[src/rtl/decode_queue.sv]
// rtl/decode_queue.sv - registered RV32I decode FIFO between IF and EX
package rv32i_pkg;
    localparam logic [6:0] op_lui   = 7'b0110111;
    localparam logic [6:0] op_auipc = 7'b0010111;
    localparam logic [6:0] op_jal   = 7'b1101111;
    localparam logic [6:0] op_jalr  = 7'b1100111;
    localparam logic [6:0] op_br    = 7'b1100011;
    localparam logic [6:0] op_load  = 7'b0000011;
    localparam logic [6:0] op_store = 7'b0100011;
    localparam logic [6:0] op_imm   = 7'b0010011;
    localparam logic [6:0] op_reg   = 7'b0110011;

    localparam logic [2:0] alu_add = 3'b000;
    localparam logic [2:0] alu_sll = 3'b001;
    localparam logic [2:0] alu_sra = 3'b010;
    localparam logic [2:0] alu_sub = 3'b011;
    localparam logic [2:0] alu_xor = 3'b100;
    localparam logic [2:0] alu_srl = 3'b101;
    localparam logic [2:0] alu_or  = 3'b110;
    localparam logic [2:0] alu_and = 3'b111;

    localparam logic [2:0] cmp_beq  = 3'b000;
    localparam logic [2:0] cmp_bne  = 3'b001;
    localparam logic [2:0] cmp_blt  = 3'b100;
    localparam logic [2:0] cmp_bge  = 3'b101;
    localparam logic [2:0] cmp_bltu = 3'b110;
    localparam logic [2:0] cmp_bgeu = 3'b111;

    localparam logic alm1_rs1   = 1'b0;
    localparam logic alm1_pc    = 1'b1;
    localparam logic alm2_imm   = 1'b0;
    localparam logic alm2_rs2   = 1'b1;
    localparam logic cmpmux_rs2 = 1'b0;
    localparam logic cmpmux_imm = 1'b1;

    localparam logic [2:0] wbm_alu   = 3'd0;
    localparam logic [2:0] wbm_br    = 3'd1;
    localparam logic [2:0] wbm_imm   = 3'd2;
    localparam logic [2:0] wbm_pc4   = 3'd3;
    localparam logic [2:0] wbm_rdata = 3'd4;

    typedef struct packed {
        logic [31:0] pc;
        logic [6:0]  opcode;
        logic [2:0]  funct3;
        logic [6:0]  funct7;
        logic [4:0]  rs1;
        logic [4:0]  rs2;
        logic [4:0]  rd;
        logic [31:0] imm;
        logic [2:0]  aluop;
        logic [2:0]  cmpop;
        logic        alumux1_sel;
        logic        alumux2_sel;
        logic        cmpmux_sel;
        logic [1:0]  pcmux_sel;
        logic [2:0]  wbmux_sel;
        logic        load_regfile;
        logic        dmem_read;
        logic        dmem_write;
        logic        muldiv;
    } rv32i_control_word;
endpackage

module decode_queue
    import rv32i_pkg::*;
#(
    parameter int DEPTH    = 4,
    parameter bit ENABLE_M = 1'b1
) (
    input  logic                       clk,
    input  logic                       rst,
    input  logic                       in_valid,
    output logic                       in_ready,
    input  logic [31:0]                in_ir,
    input  logic [31:0]                in_pc,
    output logic                       out_valid,
    input  logic                       out_ready,
    output rv32i_control_word          out_ctw,
    output logic                       out_illegal,
    input  logic                       flush,
    output logic [$clog2(DEPTH):0]     count
);
    localparam int PW = $clog2(DEPTH);
    localparam int CW = PW + 1;
    localparam logic [CW-1:0] FULL = CW'(DEPTH);

    rv32i_control_word mem_ctw [DEPTH];
    logic              mem_ill [DEPTH];
    logic [PW-1:0]     wr_ptr, rd_ptr;

    rv32i_control_word dec;
    logic              ill;
    logic              push, pop;

    logic [6:0]  opc, f7;
    logic [2:0]  f3;
    logic [31:0] i_imm, s_imm, b_imm, u_imm, j_imm;

    assign opc   = in_ir[6:0];
    assign f3    = in_ir[14:12];
    assign f7    = in_ir[31:25];
    assign i_imm = {{21{in_ir[31]}}, in_ir[30:20]};
    assign s_imm = {{21{in_ir[31]}}, in_ir[30:25], in_ir[11:7]};
    assign b_imm = {{20{in_ir[31]}}, in_ir[7], in_ir[30:25], in_ir[11:8], 1'b0};
    assign u_imm = {in_ir[31:12], 12'h000};
    assign j_imm = {{12{in_ir[31]}}, in_ir[19:12], in_ir[20], in_ir[30:21], 1'b0};

    always_comb begin
        dec             = '0;
        ill             = 1'b0;
        dec.pc          = in_pc;
        dec.opcode      = opc;
        dec.funct3      = f3;
        dec.funct7      = f7;
        dec.imm         = i_imm;
        dec.aluop       = f3;
        dec.cmpop       = f3;
        dec.alumux1_sel = alm1_rs1;
        dec.alumux2_sel = alm2_imm;
        dec.cmpmux_sel  = cmpmux_rs2;
        dec.pcmux_sel   = 2'b00;
        dec.wbmux_sel   = wbm_alu;
        case (opc)
            op_lui: begin
                dec.imm          = u_imm;
                dec.rd           = in_ir[11:7];
                dec.wbmux_sel    = wbm_imm;
                dec.load_regfile = 1'b1;
            end
            op_auipc: begin
                dec.imm          = u_imm;
                dec.aluop        = alu_add;
                dec.alumux1_sel  = alm1_pc;
                dec.rd           = in_ir[11:7];
                dec.load_regfile = 1'b1;
            end
            op_jal: begin
                dec.imm          = j_imm;
                dec.aluop        = alu_add;
                dec.alumux1_sel  = alm1_pc;
                dec.pcmux_sel    = 2'b01;
                dec.wbmux_sel    = wbm_pc4;
                dec.rd           = in_ir[11:7];
                dec.load_regfile = 1'b1;
            end
            op_jalr: begin
                dec.aluop        = alu_add;
                dec.pcmux_sel    = 2'b01;
                dec.wbmux_sel    = wbm_pc4;
                dec.rs1          = in_ir[19:15];
                dec.rd           = in_ir[11:7];
                dec.load_regfile = 1'b1;
                ill              = (f3 != 3'd0);
            end
            op_br: begin
                dec.imm          = b_imm;
                dec.aluop        = alu_add;
                dec.alumux1_sel  = alm1_pc;
                dec.pcmux_sel    = 2'b10;
                dec.rs1          = in_ir[19:15];
                dec.rs2          = in_ir[24:20];
                ill              = (f3[2:1] == 2'b01);
            end
            op_load: begin
                dec.aluop        = alu_add;
                dec.dmem_read    = 1'b1;
                dec.wbmux_sel    = wbm_rdata;
                dec.rs1          = in_ir[19:15];
                dec.rd           = in_ir[11:7];
                dec.load_regfile = 1'b1;
                ill              = (f3 == 3'd3) || (f3[2:1] == 2'b11);
            end
            op_store: begin
                dec.imm          = s_imm;
                dec.aluop        = alu_add;
                dec.dmem_write   = 1'b1;
                dec.rs1          = in_ir[19:15];
                dec.rs2          = in_ir[24:20];
                ill              = (f3 >= 3'd3);
            end
            op_imm: begin
                dec.rs1          = in_ir[19:15];
                dec.rd           = in_ir[11:7];
                dec.load_regfile = 1'b1;
                case (f3)
                    3'd1: ill = (f7 != 7'h00);
                    3'd2: begin
                        dec.cmpop      = cmp_blt;
                        dec.wbmux_sel  = wbm_br;
                        dec.cmpmux_sel = cmpmux_imm;
                    end
                    3'd3: begin
                        dec.cmpop      = cmp_bltu;
                        dec.wbmux_sel  = wbm_br;
                        dec.cmpmux_sel = cmpmux_imm;
                    end
                    3'd5: begin
                        if (f7 == 7'h20)
                            dec.aluop = alu_sra;
                        else if (f7 != 7'h00)
                            ill = 1'b1;
                    end
                    default: ;
                endcase
            end
            op_reg: begin
                dec.alumux2_sel  = alm2_rs2;
                dec.rs1          = in_ir[19:15];
                dec.rs2          = in_ir[24:20];
                dec.rd           = in_ir[11:7];
                dec.load_regfile = 1'b1;
                if (f7 == 7'h01) begin
                    if (ENABLE_M)
                        dec.muldiv = 1'b1;
                    else
                        ill = 1'b1;
                end else if (f7 == 7'h20) begin
                    if (f3 == 3'd0)
                        dec.aluop = alu_sub;
                    else if (f3 == 3'd5)
                        dec.aluop = alu_sra;
                    else
                        ill = 1'b1;
                end else if (f7 != 7'h00) begin
                    ill = 1'b1;
                end else if (f3 == 3'd2) begin
                    dec.cmpop     = cmp_blt;
                    dec.wbmux_sel = wbm_br;
                end else if (f3 == 3'd3) begin
                    dec.cmpop     = cmp_bltu;
                    dec.wbmux_sel = wbm_br;
                end
            end
            default: ill = 1'b1;
        endcase
        // Illegal entries must not cause any architectural side effect in EX
        if (ill) begin
            dec.load_regfile = 1'b0;
            dec.dmem_read    = 1'b0;
            dec.dmem_write   = 1'b0;
            dec.pcmux_sel    = 2'b00;
            dec.muldiv       = 1'b0;
        end
    end

    assign in_ready    = (count < FULL);
    assign out_valid   = (count != '0);
    assign push        = in_valid && in_ready;
    assign pop         = out_valid && out_ready;
    assign out_ctw     = mem_ctw[rd_ptr];
    assign out_illegal = out_valid && mem_ill[rd_ptr];

    always_ff @(posedge clk) begin
        if (push) begin
            mem_ctw[wr_ptr] <= dec;
            mem_ill[wr_ptr] <= ill;
        end
    end

    always_ff @(posedge clk) begin
        if (rst || flush) begin
            wr_ptr <= '0;
            rd_ptr <= '0;
            count  <= '0;
        end else begin
            if (push)
                wr_ptr <= wr_ptr + 1'b1;
            if (pop)
                rd_ptr <= rd_ptr + 1'b1;
            if (push && !pop)
                count <= count + 1'b1;
            else if (pop && !push)
                count <= count - 1'b1;
        end
    end
endmodule
[config.mk]
export PLATFORM = sky130hd
export DESIGN_NAME = decode_queue
export DESIGN_NICKNAME = d
export VERILOG_FILES = /design/src/rtl/decode_queue.sv
export SDC_FILE = /design/constraint.sdc
export NUM_CORES = 1
export LEC_CHECK = 0
export ABC_AREA = 1
export CORE_AREA = 2 2 250 153
export DETAILED_ROUTE_END_ITERATION = 6
export DIE_AREA = 0 0 252 155
export PLACE_DENSITY = 0.78
export SLEW_MARGIN = 30
export SYNTH_ARGS = -nofsm -noshare
export SYNTH_HDL_FRONTEND = slang
export SYNTH_SLANG_ARGS = --single-unit
[constraint.sdc]
create_clock -name clk -period 6.54 [get_ports clk]
set_input_delay 0.981 -clock clk [delete_from_list [all_inputs] [get_ports clk]]
set_output_delay 0.981 -clock clk [all_outputs]
set_load 0.02 [all_outputs]
==> flow_summary.ini <==
[die]
floorplan.core_area_sq_um = 37020
initial_utilization_pct = 49.19
pin_count = 189
floorplan.die_area_sq_um = 39060
floorplan.rows = 55
die_width_microns = 252
chipHeight_microns = 155

[synth]
synthesis.instances = 1381
largest_area_contributor_in_the_synthesized_netlist = edfxtp_1
synth_area_sq_um = 18210
yosysSeqAreaShare_pct = 76.17
synth_seq_cells = 465
synth_top_area_share_pct = 75.19
synth_top_cells_by_area = edfxtp_1, o21ai_0, nor2_1, o22ai_1, clkbuf_1
yosys_warnings = 0
postSynthNetCount = 1456
synth.lib_cells_used.distinct = 37
synthesis.area_per_instance_sq_um = 13.19

[drt]
drt-vias-per-instance = 5.730
drt_pass1_iterations = 6
route.vias.total = 11826
ant_nets = 0
routed.top_layer = met4
detail_route.wirelength_mm = 44.13
met2_length_mm = 19.41
met3_length_mm = 3.637
route.detailed.drc = 0
iteration_0_drc_markers = 1191
wire_per_inst_microns = 21.38
m1WireLength_mm = 20.02

[sta]
timing.fmax_mhz = 223.9
clock_skew_ps = 10.25
rsz_0062_raised_after_global_routing = no
final-setup-viol-count = 0
finalMaxSlewViolations = 0
worst_tran_pin_value_ps = 981.9
layout_min_cycle_time_ps = 4466
final-hold-violation-count = 0
min_period_over_period_pct = 68.29
slew_headroom_pct = 34.54
timing.setup.tns_ps = 0

[clock_network]
cts-root-buf = clkbuf_16
post_cts.repair.setup_buffers = 0
worst_skew_pair.late_latency_ps = 540
postCtsResizedCells = 0
tritoncts.num_buffers = 43
clkSlewWorstSetupHoldPaths_ps = 60
cts_htree_levels = 2
cts_tree = built
cts_hold_buffers = 0
clock_sink_count = 465
clock_path_buffers = 3

[finish]
filler_cell_count = 2830
final_nets = 1621
share_of_cells_above_drive_strength_1_pct = 6.848
final_cell_area_sq_um = 21880
multi_input_logic_area_sq_um = 3814
area_delta_synth_final_pct = 20.16
stdcell_count = 2064
register_area_sq_um = 13880

[pwr]
seq_power_share_pct = 52.4
report.power.total_mw = 6.508
power_per_cell_area_nw_per_um2 = 297.4
power.combinational.fraction_pct = 10.4
swShare_pct = 22.99
power.share.clock_pct = 37.1
cellInternalPower_mw = 5.011
total_leakage_power_nw = 7.340
worst_ir_drop_vdd_uv = 212.5
p_switching_mw = 1.496

[placed_design]
gp_congestion = 0.8772
port_buffers = 188
dpl.hpwl_mm = 26.39
post-place-cells = 1985
placement.cell_area_sq_um = 20530

[worst_setup_path]
cp_top_family = buffers and inverters
critical_path_buf_inv_count = 3
crit_path_start_kind = flip-flop
critPathMaxFanout = 140
setup.worst_path.class = reg -> out
worstPathCellList = inv_8 > buf_4 > o21ai_0 > o22ai_1 > clkdlybuf4s50_1
critPathRequiredTime_ps = 5560
cpMaxStageDelayCell = clkdlybuf4s50_1
timing.critical_path.arrival_ps = 3490
end_kind = output port
cp_slowest_stage_delay_ps = 690

[global_route]
grt_antenna_before_repair = 3
grt_remaining_overflow = 0
wire_length_of_the_first_global_routing_pass_mm = 67.28
vias_in_the_first_global_route = 11436
grt_start_max_net_pins = 141
grt_usage_pct = 22.60

[outcome]
run_status = completed

[worst_hold_path]
hp_class = reg -> reg

[flow_run]
maxCapViolCount = 0
[worst register-to-register path, stage by stage (launching register included)]
cell	delay, ps
dfxtp_1	330
inv_1	130
nand2_1	320
nor2_4	740
buf_4	760
[registers in the layout (all words and copies together) (netlist names), named ones only]
name,flops
rd_ptr,2
count,3
wr_ptr,2
mem_ill,4
mem_ctw,452
[cell families (layout without fill, tap and decap cells)]
kind of cell / Yosys count / in the layout / share of synthesized area [%]
flip-flops: 465 / 465 / 76.17
AND/OR/NAND/NOR: 385 / 385 / 8.704
XOR/XNOR: 1 / 1 / 0.04810
multiplexers: 1 / 1 / 0.05496
buffers and inverters: 139 / 335 / 3.050
other: 0 / 3 / 0
AO/OA/AOI/OAI: 384 / 384 / 11.51
adder cells (fa/ha/maj): 6 / 6 / 0.4534
[area by class of cell]
class                   count  area share, %
clock buffers              53          5.283
well taps                 484          2.767
inverters                  58          1.041
multi-input cells         777          17.43
repair buffers            201          9.177
clock inverters            23         0.8405
flip-flops and latches    465          63.43
diodes                      3        0.03431
[metrics by stage]
step | setup slack, ps | hold slack [ps] | utilization [%]
5_1_grt | 1923 | 552.2 | 59.11
3_5_place_dp | 2430 | 516.4 | 55.46
6_report | 2074 | 528.6 | 59.11
4_1_cts | 1799 | 525.2 | 59.08
3_3_place_gp | 2487 | 502.6 | 55.45
2_1_floorplan | 58.84 | 479.6 | -
[layout by cell type, fill, tap and decap left out, drive strengths merged, types with 5 or more instances in the layout]
cell type	count
ha	5
o21ai	256
edfxtp	456
clkinv	18
clkbuf	53
nor2	296
dfxtp	9
inv	59
o22ai	114
nand2	60
buf	13
nand3	18
clkdlybuf4s50	188
a21oi	8
[cell usage after synthesis (all sizes together)]
master / instances
a211oi: 1
a21oi: 8
buf: 21
clkbuf: 60
dfxtp: 9
edfxtp: 456
fa: 1
ha: 5
inv: 58
mux2i: 1
nand2: 60
nand3: 18
nand3b: 1
nand4: 1
nor2: 296
nor3: 4
nor3b: 3
o211ai: 1
o21a: 1
o21ai: 256
o21bai: 1
o221ai: 2
o22ai: 114
or2: 2
xor2: 1
[path summary, 6_finish.rpt]
kind / from / endpoint / slack (ps) / depth (start not counted)
worst max register to register: count[2] / mem_ctw[2][67] / 3810 / 4
worst min-delay path: wr_ptr[0] / wr_ptr[0] / 530 / 2
worst min register to register: wr_ptr[0] / wr_ptr[0] / 530 / 2
worst max-delay path: flip-flop / out_ctw[74] / 2070 / 5
[layer usage]
| layer | up-vias | GRT usage [%] |
|---|---|---|
| li1 | 5399 | - |
| met2 | 549 | 33.12 |
| met3 | 77 | 4.149 |
| met5 | - | 0 |
| met1 | 5801 | 34.58 |
| met4 | 0 | 6.847 |
[power by group through the flow]
stage               combinational [mW]  sequential [mW]  clock [mW]
floorplan                        0.336             3.49           0
global placement                 0.667             3.47           0
detailed placement               0.677             3.48           0
CTS                              0.681             3.41        2.46
global route                     0.723             3.42        2.57
finish                           0.678             3.41        2.42
Power figures use the tool's default switching activity.
